$ cat config.mk
export PLATFORM = sky130hd
export DESIGN_NAME = display_timing_ctrl
export DESIGN_NICKNAME = d
export VERILOG_FILES = /design/src/rtl/display_timing_ctrl.sv
export SDC_FILE = /design/constraint.sdc
export NUM_CORES = 1
export LEC_CHECK = 0
export CAP_MARGIN = 20
export CORE_AREA = 5 5 104 106
export CTS_CLUSTER_DIAMETER = 30
export DETAILED_ROUTE_END_ITERATION = 10
export DIE_AREA = 0 0 109 111
export PLACE_DENSITY = 0.76
export SLEW_MARGIN = 20
export SYNTH_ARGS = -nofsm -noshare
export SYNTH_HDL_FRONTEND = slang
export SYNTH_SLANG_ARGS = --single-unit
$ cat constraint.sdc
create_clock -name clk -period 11.5 [get_ports clk]
set_clock_uncertainty 0.15 [all_clocks]
set_input_delay 1.725 -clock clk [delete_from_list [all_inputs] [get_ports clk]]
set_output_delay 1.725 -clock clk [all_outputs]
set_load 0.02 [all_outputs]
$ cat src/rtl/display_timing_ctrl.sv
`default_nettype none
// ============================================================================
// Module   : display_timing_ctrl
// Brief    : Raster timing (HSYNC/VSYNC/DE), frame-buffer address generation
//            and sticky VBLANK flag for the display setup handshake.
// Revision : 1.0 - initial release
// ============================================================================
module display_timing_ctrl #(
    parameter int H_ACTIVE = 640,
    parameter int H_FP     = 16,
    parameter int H_SYNC   = 96,
    parameter int H_BP     = 48,
    parameter int V_ACTIVE = 480,
    parameter int V_FP     = 10,
    parameter int V_SYNC   = 2,
    parameter int V_BP     = 33
) (
    input  logic        clk,
    input  logic        rst,
    input  logic [29:0] DISPADDR,
    input  logic        DISPON,
    input  logic        CLRVBLNK,
    output logic        VBLANK,
    output logic        HSYNC,
    output logic        VSYNC,
    output logic        DE,
    output logic [29:0] FB_ADDR
);

    localparam int c_h_total = H_ACTIVE + H_FP + H_SYNC + H_BP;
    localparam int c_v_total = V_ACTIVE + V_FP + V_SYNC + V_BP;
    localparam int HW = (c_h_total > 1) ? $clog2(c_h_total) : 1;
    localparam int VW = (c_v_total > 1) ? $clog2(c_v_total) : 1;

    localparam logic [HW-1:0] c_h_act_end   = HW'(H_ACTIVE - 1);
    localparam logic [HW-1:0] c_h_front_end = HW'(H_ACTIVE + H_FP - 1);
    localparam logic [HW-1:0] c_h_sync_end  = HW'(H_ACTIVE + H_FP + H_SYNC - 1);
    localparam logic [HW-1:0] c_h_last      = HW'(c_h_total - 1);
    localparam logic [VW-1:0] c_v_act_end   = VW'(V_ACTIVE - 1);
    localparam logic [VW-1:0] c_v_front_end = VW'(V_ACTIVE + V_FP - 1);
    localparam logic [VW-1:0] c_v_sync_end  = VW'(V_ACTIVE + V_FP + V_SYNC - 1);
    localparam logic [VW-1:0] c_v_last      = VW'(c_v_total - 1);
    localparam logic [VW-1:0] c_v_blank_row = VW'(V_ACTIVE);

    typedef enum logic [1:0] {
        ST_ACTIVE = 2'd0,
        ST_FRONT  = 2'd1,
        ST_SYNC   = 2'd2,
        ST_BACK   = 2'd3
    } region_t;

    logic [HW-1:0] r_hcnt;
    logic [VW-1:0] r_vcnt;
    region_t       r_h_state, w_h_state_nxt;
    region_t       r_v_state, w_v_state_nxt;
    logic          r_en;
    logic [29:0]   r_addr_cnt;

    logic          w_h_last, w_v_last;
    logic          w_frame_start, w_en, w_de, w_hsync, w_vsync, w_vblank_set;
    logic [29:0]   w_pix_addr;

    assign w_h_last = (r_hcnt == c_h_last);
    assign w_v_last = (r_vcnt == c_v_last);

    always_ff @(posedge clk or posedge rst) begin
        if (rst) begin
            r_hcnt    <= '0;
            r_vcnt    <= '0;
            r_h_state <= ST_ACTIVE;
            r_v_state <= ST_ACTIVE;
        end else begin
            r_hcnt    <= w_h_last ? '0 : r_hcnt + 1'b1;
            if (w_h_last) begin
                r_vcnt <= w_v_last ? '0 : r_vcnt + 1'b1;
            end
            r_h_state <= w_h_state_nxt;
            r_v_state <= w_v_state_nxt;
        end
    end

    // Region state always describes the counter value currently held.
    always_comb begin
        w_h_state_nxt = r_h_state;
        w_v_state_nxt = r_v_state;
        case (r_h_state)
            ST_ACTIVE: if (r_hcnt == c_h_act_end)   w_h_state_nxt = ST_FRONT;
            ST_FRONT:  if (r_hcnt == c_h_front_end) w_h_state_nxt = ST_SYNC;
            ST_SYNC:   if (r_hcnt == c_h_sync_end)  w_h_state_nxt = ST_BACK;
            ST_BACK:   if (r_hcnt == c_h_last)      w_h_state_nxt = ST_ACTIVE;
        endcase
        if (w_h_last) begin
            case (r_v_state)
                ST_ACTIVE: if (r_vcnt == c_v_act_end)   w_v_state_nxt = ST_FRONT;
                ST_FRONT:  if (r_vcnt == c_v_front_end) w_v_state_nxt = ST_SYNC;
                ST_SYNC:   if (r_vcnt == c_v_sync_end)  w_v_state_nxt = ST_BACK;
                ST_BACK:   if (r_vcnt == c_v_last)      w_v_state_nxt = ST_ACTIVE;
            endcase
        end
        w_hsync       = (r_h_state != ST_SYNC);
        w_vsync       = (r_v_state != ST_SYNC);
        w_frame_start = (r_hcnt == '0) && (r_vcnt == '0);
        w_en          = w_frame_start ? DISPON : r_en;
        w_de          = (r_h_state == ST_ACTIVE) && (r_v_state == ST_ACTIVE) && w_en;
        w_pix_addr    = w_frame_start ? DISPADDR : r_addr_cnt;
        w_vblank_set  = (r_hcnt == '0) && (r_vcnt == c_v_blank_row);
    end

    // The address counter doubles as the latched base: it is loaded at frame
    // start and steps once per visible pixel, so it tracks base+v*H_ACTIVE+h.
    always_ff @(posedge clk or posedge rst) begin
        if (rst) begin
            r_en       <= 1'b0;
            r_addr_cnt <= '0;
            HSYNC      <= 1'b1;
            VSYNC      <= 1'b1;
            DE         <= 1'b0;
            FB_ADDR    <= '0;
            VBLANK     <= 1'b0;
        end else begin
            HSYNC <= w_hsync;
            VSYNC <= w_vsync;
            DE    <= w_de;
            if (w_frame_start) begin
                r_en <= DISPON;
            end
            if (w_de) begin
                FB_ADDR    <= w_pix_addr;
                r_addr_cnt <= w_pix_addr + 30'd1;
            end else if (w_frame_start) begin
                r_addr_cnt <= DISPADDR;
            end
            if (CLRVBLNK) begin
                VBLANK <= 1'b0;
            end else if (w_vblank_set) begin
                VBLANK <= 1'b1;
            end
        end
    end

endmodule
`default_nettype wire

==> metrics <==
root buf cell=clkbuf_8; outcome=finished clean; CP required=11.64 ns; worst slew pin tran=0.859 ns; share of layout cells above drive strength 1=0.0580; DP Wirelength=about 9200 µm; Post-Syn Area=between 5000 and 6000 µm²; synth warn=0; Synth Instances=554; vias in the first global route=4,320; WL final=12,600 µm; Yosys reg bits=89; Worst-Skew Late Latency=roughly 0.36 ns; grt ovf=0; Post-CTS Hold Buffers=0; Max Clock Freq=about 240 MHz; Worst Setup Slack, final=approximately 7.3 ns; number of routed nets with antenna violations=0; Synth Area in Simple Gates=0.238; Starting Density=0.519; first-pass GRT wire length=approximately 21,000 µm; setup bufs post-CTS=0; port bufs=67; largest net degree at the start of global routing=63; Pleak=around 2.4 nW; worst vdd ir=0.0000778 V; Fin Setup TNS=0 ns; largest family of logic cells by synthesized area=simple AND/OR/NAND/NOR gates; P per Cell Area=136 nW/µm²; Top FF cell, synth=dfrtp_1; Core Area=9680 µm²; Slew Limit Headroom=0.412; Remaining DRCs=0; max_cap viols=0; Setup CP Type=flop to flop; power share of the clock group=0.288; sw power=0.000250 W; pre-CTS setup slack=7.09 ns; Cell Chain, Critical Path=or4_4 > or3_1 > nor2_1 > buf_4 > nand2_1 > nand2_1 > ha_1 > nand3_1 > nor3_1 > nand4_1 > mux2_2 > nor3_1 > xnor2_1; diode count=0; Sink Count=89; via/cell ratio=5.79; Fill cells=826; Clock Path Buffers=2; Layout area overhead=20.2%; Compound-Gate Fraction of Synth Area=0.104; TritonCTS Buffers=9; Post-Syn Area per Cell=9.07 µm²; Crit. End Element=flop; worst hold path class=flop to flop; Pwr Total=0.000823 W; Tmin final=between 4 and 5 ns; CP max stage delay=slightly below 0.6 ns; post-synthesis sequential area ratio=0.444; post-synthesis xor/xnor area fraction=0.0956; Post-Synth Adder-Cell Area=0.0349; CP arrival=4.30 ns; placed cell count=739; worst hold path cell count=1; die height=111 µm; final slew viol count=0; initial antenna violation count=0; DR pass1 iterations=4; Flop pwr share=0.476; Routed WL per cell=16.7 µm; Synthesized Nets=between 600 and 700; CTS H-tree depth=3; GRT Total Usage=0.218; IO Pins=68; slowest cell on the critical path=or4_4; combinational share of power=0.236; internal power=~0.00057 W; unrepaired setup endpoints after global routing=no; multiplexer share of the synthesized area=0.0491; Final Cycle Share=0.361; Worst-path clk slew=0.09 ns; Finished Layout Cells=about 750; number of synthesized flops with an enable pin=0; crit-path leading delay family=simple AND/OR/NAND/NOR gates; DIE AREA=12,100 µm²; Nets=around 670; CTS tree=done; DRT iter0 DRCs=between 200 and 300; Critical Path Source Type=flop; ys async rst share=1.00; Multi-input gate area=around 2600 µm²; DIE WIDTH=109 µm; Switching Share=0.303; Buf+Inv Stages, Crit Path=1; detailed-route via count=4,367; Resize count post-CTS=0; depth of the worst register-to-register path=13; final setup vio count=0; Hold Vio Cnt, Final=0; Cell variety after synth=47; RePlAce Congestion=0.991; Critical Path Fanout Max=20; critical path depth=13; register area=2230 µm²; row count=36; final core utilization=0.624
logic make-up (layout without fill, tap and decap cells):
logic type      Yosys count  count (layout)
mux                      24              24
flops                    89              89
compound gates           88              88
fa+ha+maj                14              14
simple gates            241             241
xor+xnor                 54              54
buf+inv                  44             111
flip-flops by register name, indices dropped and copies added (netlist names), 2 cells and up:
signal	flops
r_addr_cnt	30
r_v_state	2
r_vcnt	10
FB_ADDR	30
r_h_state	2
r_hcnt	10
per-stage QoR:
stage          hold slack (ns)  cell area [µm²]
6_report                 0.367             6040
5_1_grt                  0.407             6040
3_5_place_dp             0.359             5830
2_1_floorplan            0.326             5020
3_3_place_gp             0.348             5830
4_1_cts                  0.371             6040
worst register-to-register path: stages, from the launching register on:
cell and delay (ns):
dfrtp_1 0.42, or4_4 0.58, or3_1 0.46, nor2_1 0.14, buf_4 0.30, nand2_1 0.10
nand2_1 0.12, ha_1 0.18, nand3_1 0.15, nor3_1 0.57, nand4_1 0.28, mux2_2 0.33
nor3_1 0.18, xnor2_1 0.14
final timing paths:
kind / startpoint / to / slack [ns]
max: r_vcnt[7]$_DFFE_PP0P_ / r_addr_cnt[28]$_DFF_PP0_ / 7.34
min: r_hcnt[0]$_DFF_PP0_ / r_hcnt[0]$_DFF_PP0_ / 0.37
max reg2reg: r_vcnt[7]$_DFFE_PP0P_ / r_addr_cnt[28]$_DFF_PP0_ / 7.34
min reg2reg: r_hcnt[0]$_DFF_PP0_ / r_hcnt[0]$_DFF_PP0_ / 0.37
max in group asynchronous: rst / r_addr_cnt[20]$_DFF_PP0_ / 8.53
min in group asynchronous: rst / FB_ADDR[0]$_DFFE_PP0P_ / 1.53
power groups by stage:
stage	registers, W	logic [W]	clock network, W
after floorplan	0.000414	0.0000886	0
after global placement	0.000396	0.000189	0
after detailed placement	0.000397	0.000194	0
after CTS	0.000391	0.000196	0.000241
after global routing	0.000397	0.000215	0.000257
final	0.000392	0.000194	0.000237
layout make-up:
class                           instances  share of cell area
Sequential cell                        89               0.369
Multi-Input combinational cell        421               0.435
Timing Repair Buffer                   73               0.119
Clock buffer                           12              0.0240
Clock inverter                          3              0.0108
Tap cell                              133              0.0276
Inverter                               23              0.0145
Yosys cell counts (all sizes together) (3+ instances only):
library cell	n	area, µm²
dfrtp	87	2180
nand2	64	240
nor2	59	221
a21oi	34	170
xnor2	29	262
nand3	27	135
xor2	25	219
inv	23	86.3
nand4	21	131
mux2i	19	190
o21ai	19	95.1
and3	18	113
a31oi	16	100
clkbuf	16	60.1
nor3	15	75.1
ha	14	175
nor4	7	43.8
a211oi	5	42.5
buf	5	31.3
mux2	5	56.3
and2	4	25.0
nor3b	4	30.0
or3	4	25.0
or4	4	41.3
and4	3	26.3
nor4b	3	26.3
placed cells by master (no fill, tap or decap), types with 2 or more instances in the layout:
cell,netlist,final
nand2_1,64,64
nor4b_1,3,3
o21ai_0,18,18
o221ai_1,2,2
a31oi_1,16,16
o22ai_1,2,2
dfstp_2,2,2
inv_1,23,22
nand4_1,21,21
buf_4,0,6
mux2i_1,19,19
a211oi_1,4,4
o41ai_1,2,2
xor2_1,25,25
and2_1,3,3
bufinv_16,0,2
or2_2,2,2
dfrtp_1,87,87
or4_4,3,3
nand3_1,27,27
nand4b_1,2,2
ha_1,14,14
a211o_1,2,2
nand2b_1,2,2
nor4_1,7,7
xnor2_1,28,28
and4_1,3,3
a21oi_1,34,33
and3_1,18,18
nor2_1,59,58
mux2_2,5,5
nor3b_1,4,4
clkdlybuf4s50_1,0,67
clkbuf_1,16,2
or3_1,4,4
clkbuf_8,0,10
o31ai_1,2,2
nor3_1,15,15
clkinv_2,0,2
routing by layer:
metal	up-vias	wire length, µm	GRT usage
met4	0	187	0.0623
met1	2129	5460	0.292
li1	2081	-	-
met5	-	0	0
met2	139	6190	0.354
met3	18	738	0.0489
No activity file was read; power rests on OpenSTA's default activity.
